### src/rtl/ysyx_25060170_pkg.sv
// rtl/ysyx_25060170_pkg.sv - state codes, opcode classes and fixed instruction words
package ysyx_25060170_pkg;

  localparam logic [3:0] ST_FETCH  = 4'd0;
  localparam logic [3:0] ST_FWAIT  = 4'd1;
  localparam logic [3:0] ST_DECODE = 4'd2;
  localparam logic [3:0] ST_EXEC   = 4'd3;
  localparam logic [3:0] ST_MEM    = 4'd4;
  localparam logic [3:0] ST_MWAIT  = 4'd5;
  localparam logic [3:0] ST_WB     = 4'd6;
  localparam logic [3:0] ST_HALT   = 4'd7;
  localparam logic [3:0] ST_ERR    = 4'd8;

  localparam logic [6:0] OP_REG   = 7'b0110011;
  localparam logic [6:0] OP_IMM   = 7'b0010011;
  localparam logic [6:0] OP_AUIPC = 7'b0010111;
  localparam logic [6:0] OP_LOAD  = 7'b0000011;
  localparam logic [6:0] OP_STORE = 7'b0100011;
  localparam logic [6:0] OP_JALR  = 7'b1100111;
  localparam logic [6:0] OP_JAL   = 7'b1101111;

  localparam logic [31:0] INST_EBREAK = 32'h00100073;
  localparam logic [31:0] INST_NOP    = 32'h00000013;

  function automatic logic is_legal_op(input logic [6:0] op);
    case (op)
      OP_REG, OP_IMM, OP_AUIPC, OP_LOAD, OP_STORE, OP_JALR, OP_JAL: is_legal_op = 1'b1;
      default:                                                      is_legal_op = 1'b0;
    endcase
  endfunction

  function automatic logic is_mem_op(input logic [6:0] op);
    is_mem_op = (op == OP_LOAD) || (op == OP_STORE);
  endfunction

endpackage

### src/rtl/ysyx_25060170_wait_cnt.sv
// rtl/ysyx_25060170_wait_cnt.sv - handshake wait counter, cleared on state entry
module ysyx_25060170_wait_cnt #(
  parameter int W = 8
) (
  input  logic         clk,
  input  logic         rst_n,
  input  logic         i_clr,
  input  logic         i_inc,
  output logic [W-1:0] o_cnt
);

  logic [W-1:0] r_cnt;

  always_ff @(posedge clk) begin
    if (!rst_n) begin
      r_cnt <= '0;
    end else if (i_clr) begin
      r_cnt <= '0;
    end else if (i_inc) begin
      r_cnt <= r_cnt + 1'b1;
    end
  end

  assign o_cnt = r_cnt;

endmodule

### src/rtl/ysyx_25060170_seq_ctrl.sv
// rtl/ysyx_25060170_seq_ctrl.sv - multi-cycle fetch/decode/exec/mem/wb sequencer
module ysyx_25060170_seq_ctrl
  import ysyx_25060170_pkg::*;
#(
  parameter int TIMEOUT = 255
) (
  input  logic        clk,
  input  logic        rst_n,
  output logic        ifu_req_valid,
  input  logic        ifu_req_ready,
  input  logic        ifu_rsp_valid,
  input  logic [31:0] ifu_rsp_inst,
  output logic [31:0] inst_o,
  input  logic        idu_regw,
  output logic        lsu_req_valid,
  input  logic        lsu_req_ready,
  input  logic        lsu_rsp_valid,
  output logic        gpr_we,
  output logic        pc_we,
  output logic        halt_o,
  output logic        err_o,
  output logic [3:0]  state_o
);

  localparam int CW = $clog2(TIMEOUT + 1);
  localparam logic [CW-1:0] TO_LAST = CW'(TIMEOUT);

  logic [3:0]    r_state;
  logic [3:0]    w_next;
  logic [31:0]   r_inst;
  logic          r_gpr_we;
  logic          r_pc_we;
  logic [CW-1:0] w_cnt;
  logic          w_wait;
  logic          w_expired;
  logic [6:0]    w_op;

  assign w_op      = r_inst[6:0];
  assign w_wait    = (r_state == ST_FETCH) || (r_state == ST_FWAIT) ||
                     (r_state == ST_MEM)   || (r_state == ST_MWAIT);
  assign w_expired = (w_cnt == TO_LAST);

  // Handshake is tested before the timeout so a last-cycle response still wins.
  always_comb begin
    w_next = r_state;
    case (r_state)
      ST_FETCH:  if (ifu_req_ready) w_next = ST_FWAIT;  else if (w_expired) w_next = ST_ERR;
      ST_FWAIT:  if (ifu_rsp_valid) w_next = ST_DECODE; else if (w_expired) w_next = ST_ERR;
      ST_DECODE: begin
        if (r_inst == INST_EBREAK)  w_next = ST_HALT;
        else if (!is_legal_op(w_op)) w_next = ST_ERR;
        else                         w_next = ST_EXEC;
      end
      ST_EXEC:   w_next = is_mem_op(w_op) ? ST_MEM : ST_WB;
      ST_MEM:    if (lsu_req_ready) w_next = ST_MWAIT; else if (w_expired) w_next = ST_ERR;
      ST_MWAIT:  if (lsu_rsp_valid) w_next = ST_WB;    else if (w_expired) w_next = ST_ERR;
      ST_WB:     w_next = ST_FETCH;
      ST_HALT:   w_next = ST_HALT;
      ST_ERR:    w_next = ST_ERR;
      default:   w_next = ST_ERR;
    endcase
  end

  ysyx_25060170_wait_cnt #(
    .W (CW)
  ) u_wait_cnt (
    .clk   (clk),
    .rst_n (rst_n),
    .i_clr (w_next != r_state),
    .i_inc (w_wait),
    .o_cnt (w_cnt)
  );

  // Write strobes are registered on WB entry so no input reaches an output combinationally.
  always_ff @(posedge clk) begin
    if (!rst_n) begin
      r_state  <= ST_FETCH;
      r_inst   <= INST_NOP;
      r_gpr_we <= 1'b0;
      r_pc_we  <= 1'b0;
    end else begin
      r_state  <= w_next;
      r_gpr_we <= (w_next == ST_WB) && idu_regw;
      r_pc_we  <= (w_next == ST_WB);
      if ((r_state == ST_FWAIT) && ifu_rsp_valid) begin
        r_inst <= ifu_rsp_inst;
      end
    end
  end

  assign ifu_req_valid = (r_state == ST_FETCH);
  assign lsu_req_valid = (r_state == ST_MEM);
  assign halt_o        = (r_state == ST_HALT);
  assign err_o         = (r_state == ST_ERR);
  assign gpr_we        = r_gpr_we;
  assign pc_we         = r_pc_we;
  assign inst_o        = r_inst;
  assign state_o       = r_state;

endmodule

### config.mk
export PLATFORM = sky130hd
export DESIGN_NAME = ysyx_25060170_seq_ctrl
export DESIGN_NICKNAME = d
export VERILOG_FILES = /design/src/rtl/ysyx_25060170_pkg.sv /design/src/rtl/ysyx_25060170_wait_cnt.sv /design/src/rtl/ysyx_25060170_seq_ctrl.sv
export SDC_FILE = /design/constraint.sdc
export NUM_CORES = 1
export LEC_CHECK = 0
export BUFFER_PORTS_ARGS = -buffer_cell sky130_fd_sc_hd__buf_2
export CAP_MARGIN = 20
export CORE_MARGIN = 1
export CORE_UTILIZATION = 45
export CTS_CLUSTER_DIAMETER = 80
export CTS_CLUSTER_SIZE = 8
export DETAILED_ROUTE_END_ITERATION = 8
export PLACE_DENSITY = 0.86
export SLEW_MARGIN = 10
export SYNTH_ARGS = -nofsm -noshare
export SYNTH_HDL_FRONTEND = slang
export SYNTH_SLANG_ARGS = --single-unit
### constraint.sdc
create_clock -name clk -period 2 [get_ports clk]
set_input_delay 0.4 -clock clk [delete_from_list [all_inputs] [get_ports clk]]
set_output_delay 0.4 -clock clk [all_outputs]
set_load 0.01 [all_outputs]
Yosys cells after proc, flatten, opt, wreduce, memory -nomap -nowiden
Index checks and enable logic that the tools add are counted.
{ "word_totals": {"ff_bits": 46, "wordCells": 47, "in_bits": 39, "output_inout_bits": 42} }
{ "classes": {"bitwise": 1, "n_reduce_logical": 9, "eq_ne": 19, "addsub": 1, "mux": 12} }
{ "op_table": {"columns": ["cell", "count"], "rows": [
  ["== test 32 x 21 -> 1 bit (second input constant)", 1],
  ["case mux 4 bit (8 select lines)", 1],
  ["two-way mux 4 bit", 7],
  ["== test 4 x 3 -> 1 bit (second input constant)", 5],
  ["== test 7 x 5 -> 1 bit (second input constant)", 2],
  ["== test 7 x 6 -> 1 bit (second input constant)", 2],
  ["== test 7 bit (second input constant)", 2],
  ["adder 8 x 1 -> 8 bit (second input constant)", 1],
  ["== test 4 x 2 -> 1 bit (second input constant)", 2],
  ["== test 8 bit (second input constant)", 1],
  ["== test 7 x 2 -> 1 bit (second input constant)", 1],
  ["OR reduction 7 bit", 1],
  ["== test 4 x 1 -> 1 bit (second input constant)", 1],
  ["== test 4 bit (second input constant)", 1],
  ["logical NOT 4 bit", 1],
  ["logical OR 1 bit", 4],
  ["inequality test 4 bit", 1],
  ["two-way mux 1 bit", 3],
  ["logical AND 1 bit", 2],
  ["two-way mux 2 bit", 1],
  ["OR reduction 2 bit", 1],
  ["NOT 1 bit", 1]
]} }

Longest topological paths before layout
Gate-level depths: netlist (run 1).
{ "logic_depth": {"ltp_word": 10, "depth_mapped": 7, "depth_no_buf": 7} }

Hierarchy
From an unflattened synthesis (run 1), not the netlist that was laid out.
{ "unflattened": {"cells_unflattened": 254, "hier_area_um2": 2120.8} }
{ "modules_own_cells": {"columns": ["mod", "seq_area_each_um2", "instances", "cells_per_inst", "area_each_um2"], "rows": [
  ["ysyx_25060170_seq_ctrl", 760.7, 1, 216, 1781.7],
  ["ysyx_25060170_wait_cnt", 160.2, 1, 38, 339.1]
]} }

Worst setup path after synthesis (run 1)
Ideal clock, no wire load.
{ "synth_timing": {"path_type": "reg-to-reg", "startpoint": "reg r_state[2] (netlist: state_o[2])", "endpoint": "reg u_wait_cnt.r_cnt[0] (netlist: u_wait_cnt.o_cnt[0])", "arrival_time_ps": 1704, "stages_incl_launch_ff": 8, "period_less_slack_ps": 1833, "setup_slack_ps": 167, "path_cell_list": "dfxtp_1 buf_2 mux2i_1 nand2_1 a2111oi_0 a31oi_1 nand4_2 nor4_1"} }
{ "synth_between": {"elab_chain_len": 5, "elab_cells_between_ends": 19, "classes_between": "eq/ne: 8; mux: 6; reduce/logical: 5"} }
{ "synth_rtl": {"columns": ["item", "line_no", "text"], "rows": [
  ["from (decl)", "ysyx_25060170_seq_ctrl.sv:28", "logic [3:0] r_state;"],
  ["from (signal assigned)", "ysyx_25060170_seq_ctrl.sv:82", "r_state <= w_next;"],
  ["two-way mux 4 bit", null, null],
  ["two-way mux 4 bit (on tied branches)", null, null],
  ["case mux 4 bit (8 select lines)", "ysyx_25060170_seq_ctrl.sv:46", "case (r_state)"],
  ["inequality test 4 bit", "ysyx_25060170_seq_ctrl.sv:69", ".i_clr (w_next != r_state),"],
  ["OR reduction 2 bit (no line)", null, null],
  ["to (signal assigned)", "ysyx_25060170_wait_cnt.sv:20", "r_cnt <= r_cnt + 1'b1;"],
  ["to (decl)", "ysyx_25060170_wait_cnt.sv:12", "logic [W-1:0] r_cnt;"]
]} }
Several ways; a longest one is shown, not always the timed one.
A chain may end at the register's enable or synchronous reset.

Worst setup path after layout (run 1)
{ "layout_timing": {"startpoint": "reg r_inst[19] (netlist: inst_o[19])", "endpoint": "reg u_wait_cnt.r_cnt[6] (netlist: u_wait_cnt.o_cnt[6])"} }
{ "layout_between": {"elab_chain_len": 5} }
{ "layout_rtl": {"columns": ["item", "line_no", "text"], "rows": [
  ["from (decl)", "ysyx_25060170_seq_ctrl.sv:30", "logic [31:0] r_inst;"],
  ["from (signal assigned)", "ysyx_25060170_seq_ctrl.sv:86", "r_inst <= ifu_rsp_inst;"],
  ["== test 32 x 21 -> 1 bit", "ysyx_25060170_seq_ctrl.sv:50", "if (r_inst == INST_EBREAK) w_next = ST_HALT;"],
  ["two-way mux 4 bit", "ysyx_25060170_seq_ctrl.sv:50", null],
  ["case mux 4 bit (8 select lines)", "ysyx_25060170_seq_ctrl.sv:46", null],
  ["inequality test 4 bit", "ysyx_25060170_seq_ctrl.sv:69", null],
  ["OR reduction 2 bit (no line)", null, null]
]} }
No other way between the ends.

==> flow_metrics.tcl, run 1 <==
set metrics [dict create \
    cts_root_buffer "clkbuf_8" \
    io_pins 81 \
    start_kind "register" \
    synth_xor_area_share_pct 2.96 \
    ys_async_sr_fraction_pct 0 \
    core_sq_um 4380 \
    worstSkewPairLatency_ns 0.29 \
    cts_sinks 46 \
    drive_above_1_share_pct 33.0 \
    vias_per_cell 5.42 \
    max_cap_violations 0 \
    cts_tree "built" \
    drc 0 \
    yosys.area_share.adder_pct 0.604 \
    wl_mm 5.26 \
    status "complete, no violations" \
    htreeDepth 2 \
    worst_ir_drop_vdd_mv 0.736 \
    gp_congestion 0.881 \
    reg2regPathDepth 6 \
    dpl.cell_count 387 \
    synth_compound_area_share_pct 13.2 \
    endpoint "u_wait_cnt.o_cnt[6]" \
    r2r-end "u_wait_cnt.o_cnt[6]" \
    grt_use_total_pct 21.4 \
    ys_seq_elements 46 \
    period_share_pct 94.4 \
    critical_path_class "register to register" \
    ys.flop_type "dfxtp_1" \
    synthCells 259 \
    hpwlAfterDp_mm 3.81 \
    cp_max_fo 8 \
    initial_core_util_pct 47.3 \
    post_layout_nonfiller_instances 394 \
    post_cts_buffers 0 \
    end_kind "register" \
    yosys.area_share.simple_pct 33.7 \
    tightest_slew_ns 0.409 \
    clockBufferDepth 2 \
    vias 2134 \
    die_w_um 69.9 \
    final_antenna_net_count 0 \
    drt_first_pass_iters 4 \
    worstPathRequired_ns 2.16 \
    synth.area.mux_share_pct 1.45 \
    slew_viol_final 0 \
    drtIter0Drc 110 \
    syn_avg_cell_area_sq_um 8.00 \
    diodes 0 \
    setup_violations 0 \
    setup_ws_ns 0.112 \
    grt_pass1_wl_mm 8.54 \
    hold_class "input pin to register" \
    nets 382 \
    ys_seq_area_share_pct 44.4 \
    synth_edf_count 0 \
    netlist_area_sq_um 2070 \
    wl_per_cell_um 13.3 \
    slew_headroom_pct 72.6 \
    arrival_ns 2.05 \
    cts_buffers 5 \
    powerDensity_nw_per_um2 1020 \
    fillCellCount 392 \
    antenna_found_initial 0 \
    hold_viol 0 \
    dpl_worst_slack_ns 0.113 \
    io_buffers 80 \
    synth_top_family_by_area "simple AND/OR/NAND/NOR gates" \
    r2r_slack_ns 0.11 \
    max_freq_mhz 530 \
    layout_min_cycle_time_ns 1.89 \
    num_rows 24 \
    grt_remaining_overflow 0 \
    rsz0062_at_grt "true" \
    leakagePower_nw 1.15 \
    grt_max_degree 33 \
    ys_types 40 \
    finClkSkew_ns 0.00569 \
    grt_pass1_vias 1917 \
    r2r_start "inst_o[19]" \
    synth_nets 299 \
    holdCritStartpoint "ifu_rsp_inst[4]" \
    critPathLaunch "inst_o[19]" \
    die_h_um 69.9 \
    hold_ws_ns 0.334 \
    clk_pin_slew_ns 0.08 \
    dieArea_sq_um 4880 \
    synth_warnings 0 \
    area_delta_synth_final_pct 28.6 \
]
==> critical path, cell delays in order, from the launching register on <==
cell and delay (ns):
dfxtp_1 0.34, nor4b_2 0.29, nand4_1 0.13, or3_4 0.43, a21oi_4 0.20, o21a_2 0.29
nor4_1 0.08
==> metrics by stage <==
step / total power [mW] / utilization (%) / cell area [sq um] / setup TNS, ns
2_1_floorplan: 1.83 / - / 2070 / 0
3_3_place_gp: 2.15 / 58.4 / 2560 / 0
3_5_place_dp: 2.19 / 58.4 / 2560 / 0
4_1_cts: 2.71 / 60.2 / 2640 / 0
5_1_grt: 2.90 / 60.8 / 2670 / -0.0104
6_report: 2.73 / 60.8 / 2670 / 0
==> cell usage after synthesis, types with 2 or more instances <==
cell / number / share of area, %
xnor2_1: 4 / 1.7
nor4_2: 3 / 1.8
nand4_1: 5 / 1.5
nor4b_1: 3 / 1.3
mux2i_1: 3 / 1.4
nand2_1: 74 / 13
nand3_1: 8 / 1.9
a21oi_1: 32 / 7.7
nor3_1: 3 / 0.72
nor4b_2: 2 / 1.4
a31oi_1: 3 / 0.91
clkbuf_1: 12 / 2.2
nor4_1: 10 / 3.0
and3_1: 2 / 0.60
buf_2: 3 / 0.72
xor2_1: 3 / 1.3
inv_1: 4 / 0.72
and4b_1: 2 / 0.97
nor2_1: 12 / 2.2
dfxtp_1: 46 / 44
o21ai_0: 4 / 0.97
nand2b_1: 3 / 0.91
==> layout make-up <==
| class | count | area [sq um] | share of cell area (%) |
|---|---|---|---|
| clock inverters | 1 | 7.51 | 0.282 |
| well taps | 52 | 65.1 | 2.44 |
| repair buffers | 91 | 483 | 18.1 |
| multi-input cells | 194 | 1100 | 41.3 |
| inverters | 4 | 15.0 | 0.563 |
| clock buffers | 6 | 72.6 | 2.72 |
| flip-flops and latches | 46 | 921 | 34.6 |
==> power breakdown <==
group / leakage, nW / switching (mW) / internal [mW]
registers: 0.373 / 0.126 / 1.04
clock network: 0.0373 / 0.294 / 0.240
logic: 0.735 / 0.613 / 0.419
total: 1.15 / 1.03 / 1.70
==> registers in the layout, summed over array words and instances, names as in the netlist <==
signal / cells
gpr_we: 1
inst_o: 32
pc_we: 1
state_o: 4
u_wait_cnt.o_cnt: 8
==> cells in the final DEF, fill, tap and decap left out, types with 4 or more instances in the layout <==
cell type | netlist | routed
clkbuf_8 | 0 | 5
nand2_1 | 74 | 74
xnor2_1 | 4 | 4
buf_2 | 3 | 80
dfxtp_1 | 46 | 46
buf_4 | 0 | 11
nand3_1 | 8 | 8
o21ai_0 | 4 | 4
nor2_1 | 12 | 12
nor4_2 | 3 | 6
inv_1 | 4 | 4
nand4_1 | 5 | 5
nor4_1 | 10 | 7
a21oi_1 | 32 | 32
==> repair_timing <==
action                     CTS  global route
resized for setup            0             4
setup endpoints to repair    0             8
hold buffers                 0             0
hold endpoints to repair     0             0
==> metal layers <==
layer | part of all wire, % | vias to the layer above | GRT usage (%)
met2 | 50 | 79 | 36.9
met5 | 0 | - | 0
li1 | - | 1070 | -
met1 | 43 | 980 | 26.6
met4 | 0.95 | 0 | 5.78
met3 | 6.6 | 5 | 5.19
==> kinds of logic after synthesis <==
logic type	count (synthesis)
simple gates	136
mux	3
buf+inv	19
xor+xnor	7
fa+ha+maj	1
compound gates	47
flops	46
==> worst min path at each step <==
| stage | to | slack [ns] | cells past startpoint |
|---|---|---|---|
| 6_report | inst_o[4] | 0.33 | 3 |
| 5_1_grt | inst_o[11] | 0.34 | 3 |
| 2_1_floorplan | inst_o[0] | 0.47 | 1 |
| 3_3_place_gp | inst_o[20] | 0.45 | 2 |
| 4_1_cts | inst_o[4] | 0.33 | 3 |
| 3_5_place_dp | inst_o[8] | 0.46 | 2 |
(Power assumes the default switching activity.)
==> inputs of run 2 (changes only) <==
- ABC_AREA: not set -> 1
- PLACE_DENSITY: 0.86 -> 0.84
==> run 2 against run 1 <==
Effect of this change:
- global-route usage decreased by 0.22 points
- flip-flop and latch count unchanged
- via count increased by 10%
- synthesized area increased by 15%
- first-iteration DRC count increased by 25%
- register-to-register slack improved by 0.13 ns
- worst setup slack got worse by 0.015 ns
- combinational power increased by 49%
- hold slack got worse by 0.034 ns
- fmax decreased by 0.77%
- wire length increased by 8.2%
- critical endpoint is now halt_o
- largest power group is now combinational cells
==> flow_metrics.tcl, run 2 <==
set metrics [dict create \
    status "complete, no violations" \
    cp_max_fo 9 \
    ys_seq_elements 46 \
    die_w_um 74.8 \
    max_freq_mhz 526 \
    vias 2356 \
    clk_pin_slew_ns 0.09 \
    ys_top_cells_by_area "dfxtp_1 (39%), nand2_1 (11%), a21oi_1 (6.5%)" \
    synth_warnings 0 \
    io_pins 81 \
    grt_use_total_pct 21.2 \
    critical_path_class "register to output pin" \
    multi_input_area_sq_um 1220 \
    yosysMostFrequentCell "nand2_1" \
    netlist_area_sq_um 2380 \
    nets 444 \
    max_stage_delay_ns 0.48 \
    die_h_um 74.8 \
    largest_reg_flops 32 \
    arrival_ns 1.50 \
    diodes 0 \
    antenna_found_initial 0 \
    synth_top_area_share_pct 38.6 \
    hold_ws_ns 0.299 \
    synth_commonest_cells "nand2_1 (70), dfxtp_1 (46), inv_1 (36), a21oi_1 (31)" \
    grt_pass1_wl_mm 9.05 \
    hpwlAfterDp_mm 4.36 \
    final_antenna_net_count 0 \
    slew_headroom_pct 69.1 \
    final_cell_mix "buf_2 (80), nand2_1 (70), dfxtp_1 (44), inv_1 (36), a21oi_1 (31)" \
    cts_sinks 46 \
    worst_ir_drop_vdd_mv 0.538 \
    tightest_slew_ns 0.464 \
    drc 0 \
    period_share_pct 95.1 \
    switching_share_pct 43.7 \
    synthCells 326 \
    synth_edf_count 0 \
    setup_violations 0 \
    cts_tree "built" \
    vias_per_cell 4.96 \
    grt_pass1_vias 2043 \
    finClkSkew_ns 0.00477 \
    yosys.area.top_type "dfxtp_1" \
    layout_min_cycle_time_ns 1.90 \
    comb_power_share_pct 45.6 \
    p_int_mw 1.89 \
    final_common_cell "buf_2" \
    ys_seq_area_share_pct 38.6 \
    path_cells "nand2_1 -> nor2_1 -> inv_2 -> nor2_1 -> buf_2" \
    htreeDepth 2 \
    clockBufferDepth 2 \
    crit_top_cell "nor2_1" \
    ys_async_sr_fraction_pct 0 \
    worstSkewPairLatency_ns 0.30 \
    ys.flop_type "dfxtp_1" \
    hold_viol 0 \
    io_buffers 80 \
    drive_above_1_share_pct 31.9 \
    grt_remaining_overflow 0 \
    rsz0062_at_grt "false" \
    end_kind "output pin" \
    dieArea_sq_um 5590 \
    worstPathRequired_ns 1.60 \
    critPathSlowestCell "dfxtp_2" \
    synth_nets 366 \
    fillCellCount 503 \
    drt_first_pass_iters 4 \
    cts_root_buffer "clkbuf_8" \
    core_sq_um 5110 \
    cts_buffers 5 \
    wl_mm 5.69 \
    hold_class "input pin to register" \
    ys_types 35 \
    syn_avg_cell_area_sq_um 7.32 \
    cts-hold-fix-buffers 0 \
    cp_top_family "flip-flops" \
    path_buf_inv 2 \
    p_sw_mw 1.47 \
    gp_congestion 0.880 \
    initial_core_util_pct 46.7 \
    drtIter0Drc 137 \
    p_seq_share_pct 37.5 \
    grt_max_degree 56 \
    start_kind "register" \
    tns_ns 0 \
    wl_per_cell_um 12.0 \
    max_cap_violations 0 \
    powerDensity_nw_per_um2 1160 \
    area_delta_synth_final_pct 21.8 \
    leakagePower_nw 1.41 \
    p_clk_share_pct 16.9 \
    seq_area_sq_um 923 \
    num_rows 26 \
    slew_viol_final 0 \
]
## run 2: changes by cell type after synthesis, sizes merged, moves of 5 or more
| cell | change |
|---|---|
| buf | +5 |
| nor2 | +16 |
| nor3 | +14 |
| nand3 | +16 |
| nor4 | -12 |
| clkbuf | -8 |
| o21ai | +20 |
| nor4b | -5 |
| inv | +36 |
## run 2: kinds of logic (layout without fill, tap and decap cells)
kind of cell               after synthesis  in the layout  synth area share, %
AOI/OAI and AO/OA                       58             58                 12.6
xor gates and xnor gates                 7              7                 2.57
adders and majority gates                1              1                0.525
buffers and inverters                   55            134                 10.3
DFF                                     46             46                 38.6
muxes                                    1              1                0.420
and+or+nand+nor                        158            158                 34.9
## run 2: metrics by stage
step           std cells  power [mW]  setup slack [ns]  util (%)  area, sq um
6_report             475        3.36            0.0978      56.9         2910
2_1_floorplan        326        2.42             0.418         -         2380
3_5_place_dp         467        2.81             0.232      55.1         2820
3_3_place_gp         467        2.77             0.258      55.1         2820
4_1_cts              475        3.37            0.0135      56.9         2900
5_1_grt              475        3.61            0.0425      56.9         2910
## run 2: what timing repair did
action	CTS	global route
setup buffers	0	0
hold endpoints to repair	0	0
resized for setup	1	1
endpoints found under the setup margin	1	1
## run 2: area by class of cell
cell class,instances,share of cell area [%]
multi-input cells,225,41.9
well taps,70,3.01
repair buffers,83,14.6
inverters,43,5.77
clock inverters,2,0.474
clock buffers,6,2.50
flip-flops and latches,46,31.8
## run 2: worst paths after layout
kind | from | end | slack (ns) | depth (start not counted)
worst max-delay path | state_o[0] | halt_o | 0.1 | 5
worst max register to register | u_wait_cnt.o_cnt[0] | u_wait_cnt.o_cnt[7] | 0.24 | 12
worst min-delay path | ifu_rsp_inst[1] | inst_o[1] | 0.30 | 3
worst min register to register | inst_o[12] | inst_o[12] | 0.47 | 2
## run 2: worst reg2reg max path: cells and delay by family (launching register included)
kind / cells / cell delay [ns]
adders and majority gates: 1 / 0.22
DFF: 1 / 0.34
and+or+nand+nor: 9 / 1.02
buffers and inverters: 2 / 0.11
## run 2: per-layer routing
metal	part of all wire [%]	routed length [um]	track usage, %	up-vias
met5	0	0	0	-
met4	1.3	76	6.29	0
met3	5.9	333	5.09	6
met2	46	2620	34.2	73
met1	47	2660	28.0	1070
li1	-	-	-	1207
## run 2: power by group through the flow
stage	registers (mW)	clock network (mW)	logic, mW
6_report	1.26	0.568	1.53
5_1_grt	1.29	0.612	1.71
4_1_cts	1.26	0.575	1.54
3_5_place_dp	1.28	0	1.53
3_3_place_gp	1.27	0	1.50
2_1_floorplan	1.30	0	1.12
==> inputs of run 3 (changes only) <==
- REMOVE_ABC_BUFFERS: not set -> 1
==> run 3 against run 2 <==
Effect of this change:
- worst setup slack improved by 0.048 ns
- via count decreased by 1.6%
- sequential power about the same
- hold slack got worse by 0.0045 ns
- highest routed layer unchanged
- sequential share of layout area decreased by 0.28 points
- utilization increased by 0.51 points
==> flow_metrics.tcl, run 3 (same netlist as run 2, synthesis figures left out) <==
set metrics [dict create \
    clockBufferDepth 2 \
    end_kind "output pin" \
    max_cap_violations 0 \
    hold_viol 0 \
    cts_tree "built" \
    finClkSkew_ns 0.00870 \
    post_layout_nonfiller_instances 477 \
    gp_congestion 0.931 \
    hold_ws_ns 0.295 \
    dieArea_sq_um 5590 \
    status "complete, no violations" \
    critPathSlowestCell "dfxtp_2" \
    slew_viol_final 0 \
    layout_min_cycle_time_ns 1.85 \
    cts-hold-fix-buffers 0 \
    cts_sinks 46 \
    htreeDepth 2 \
    dpl.cell_count 469 \
    post_cts_buffers 0 \
    die_w_um 74.8 \
    wl_mm 5.60 \
    core_sq_um 5110 \
    nets 446 \
    clk_pin_slew_ns 0.09 \
    max_freq_mhz 539 \
    worst_ir_drop_vdd_mv 0.633 \
    largest_reg_flops 32 \
    drt_first_pass_iters 4 \
    grt_pass1_vias 2018 \
    busiest_layer "met2" \
    drive_above_1_share_pct 32.7 \
    r2r_slack_ns 0.26 \
    rsz0062_at_grt "false" \
    use_met3_pct 4.28 \
    path_buf_inv 3 \
    multi_input_area_sq_um 1220 \
    initial_core_util_pct 46.7 \
    place_area_sq_um 2830 \
    worstSkewPairLatency_ns 0.30 \
    leakagePower_nw 1.42 \
    grt_max_degree 30 \
    hpwlAfterDp_mm 4.27 \
    final_cell_mix "buf_2 (80), nand2_1 (70), dfxtp_1 (44), inv_1 (36), a21oi_1 (31)" \
    grtUsageMet2_pct 35.9 \
    io_pins 81 \
    drc 0 \
    max_stage_delay_ns 0.38 \
    period_share_pct 92.7 \
    grt_pass1_wl_mm 9.06 \
    vias 2318 \
    fillCellCount 489 \
    grt_use_total_pct 21.2 \
    cp_top_family "buffers and inverters" \
    slew_headroom_pct 68.7 \
    antenna_found_initial 0 \
    finalPower_mw 3.41 \
    final_antenna_net_count 0 \
    wl_per_cell_um 11.7 \
    cp_max_fo 8 \
    fin_area_sq_um 2930 \
    num_rows 26 \
    grt_remaining_overflow 0 \
    powerDensity_nw_per_um2 1160 \
    setup_violations 0 \
    arrival_ns 1.45 \
    critical_path_class "register to output pin" \
    met1_usage_pct 27.0 \
    area_delta_synth_final_pct 22.9 \
    io_buffers 80 \
    vias_per_cell 4.86 \
    start_kind "register" \
    drtIter0Drc 142 \
    path_cells "buf_4 -> nand2_1 -> nor2_1 -> inv_2 -> nor2_2 -> buf_2" \
    die_h_um 74.8 \
    fin_util_pct 57.4 \
    tightest_slew_ns 0.465 \
    worstPathRequired_ns 1.60 \
    cts_resized 0 \
    cts_buffers 5 \
    cts_root_buffer "clkbuf_8" \
    seq_area_sq_um 923 \
    diodes 0 \
    hold_class "input pin to register" \
    final_common_cell "buf_2" \
]
run 3: cell types whose count changed in the layout (fill, tap and decap cells not counted):
cell	change
clkbuf_8	+1
nor2_2	+1
buf_4	+2
clkinvlp_4	+1
clkbuf_1	-1
clkinv_4	-1
nor2_1	-1
run 3: final cells by class:
type / count / share of cell area, %
sequential: 46 / 31.5
timing repair buffer: 85 / 14.9
inverter: 43 / 5.72
clock inverter: 2 / 0.427
multi-input combinational: 225 / 41.6
clock buffer: 6 / 2.82
tap: 70 / 2.99
run 3: where the power goes:
part           internal [mW]  total, mW  switching (mW)  leakage [nW]
combinational          0.571       1.57            1.00         0.995
sequential              1.09       1.24           0.148         0.375
clock                  0.278      0.595           0.317        0.0472
total                   1.94       3.41            1.47          1.42
run 3: layer usage:
metal / wire length [um] / part of all wire [%] / vias to the layer above
met5: 0 / 0 / -
met2: 2680 / 48 / 70
li1: - / - / 1210
met4: 76 / 1.4 / 0
met1: 2580 / 46 / 1030
met3: 264 / 4.7 / 8
run 3: final timing paths:
kind                  startpoint                   to  cells after the start
max                   state_o[0]               halt_o                      6
min              ifu_rsp_inst[1]            inst_o[1]                      3
max reg2reg  u_wait_cnt.o_cnt[0]  u_wait_cnt.o_cnt[2]                     12
min reg2reg            inst_o[9]            inst_o[9]                      2
run 3: stage by stage:
stage	setup TNS, ns	setup WS [ns]
6_report	0	0.146
3_3_place_gp	0	0.306
2_1_floorplan	-9.99	-0.461
5_1_grt	0	0.0660
4_1_cts	0	0.0359
3_5_place_dp	0	0.269
run 3: worst reg2reg max path, delay by kind of cell, from the launching register on:
family / cells / cell delay, ns
simple gates: 9 / 0.97
buf+inv: 2 / 0.13
fa+ha+maj: 1 / 0.22
flops: 1 / 0.35
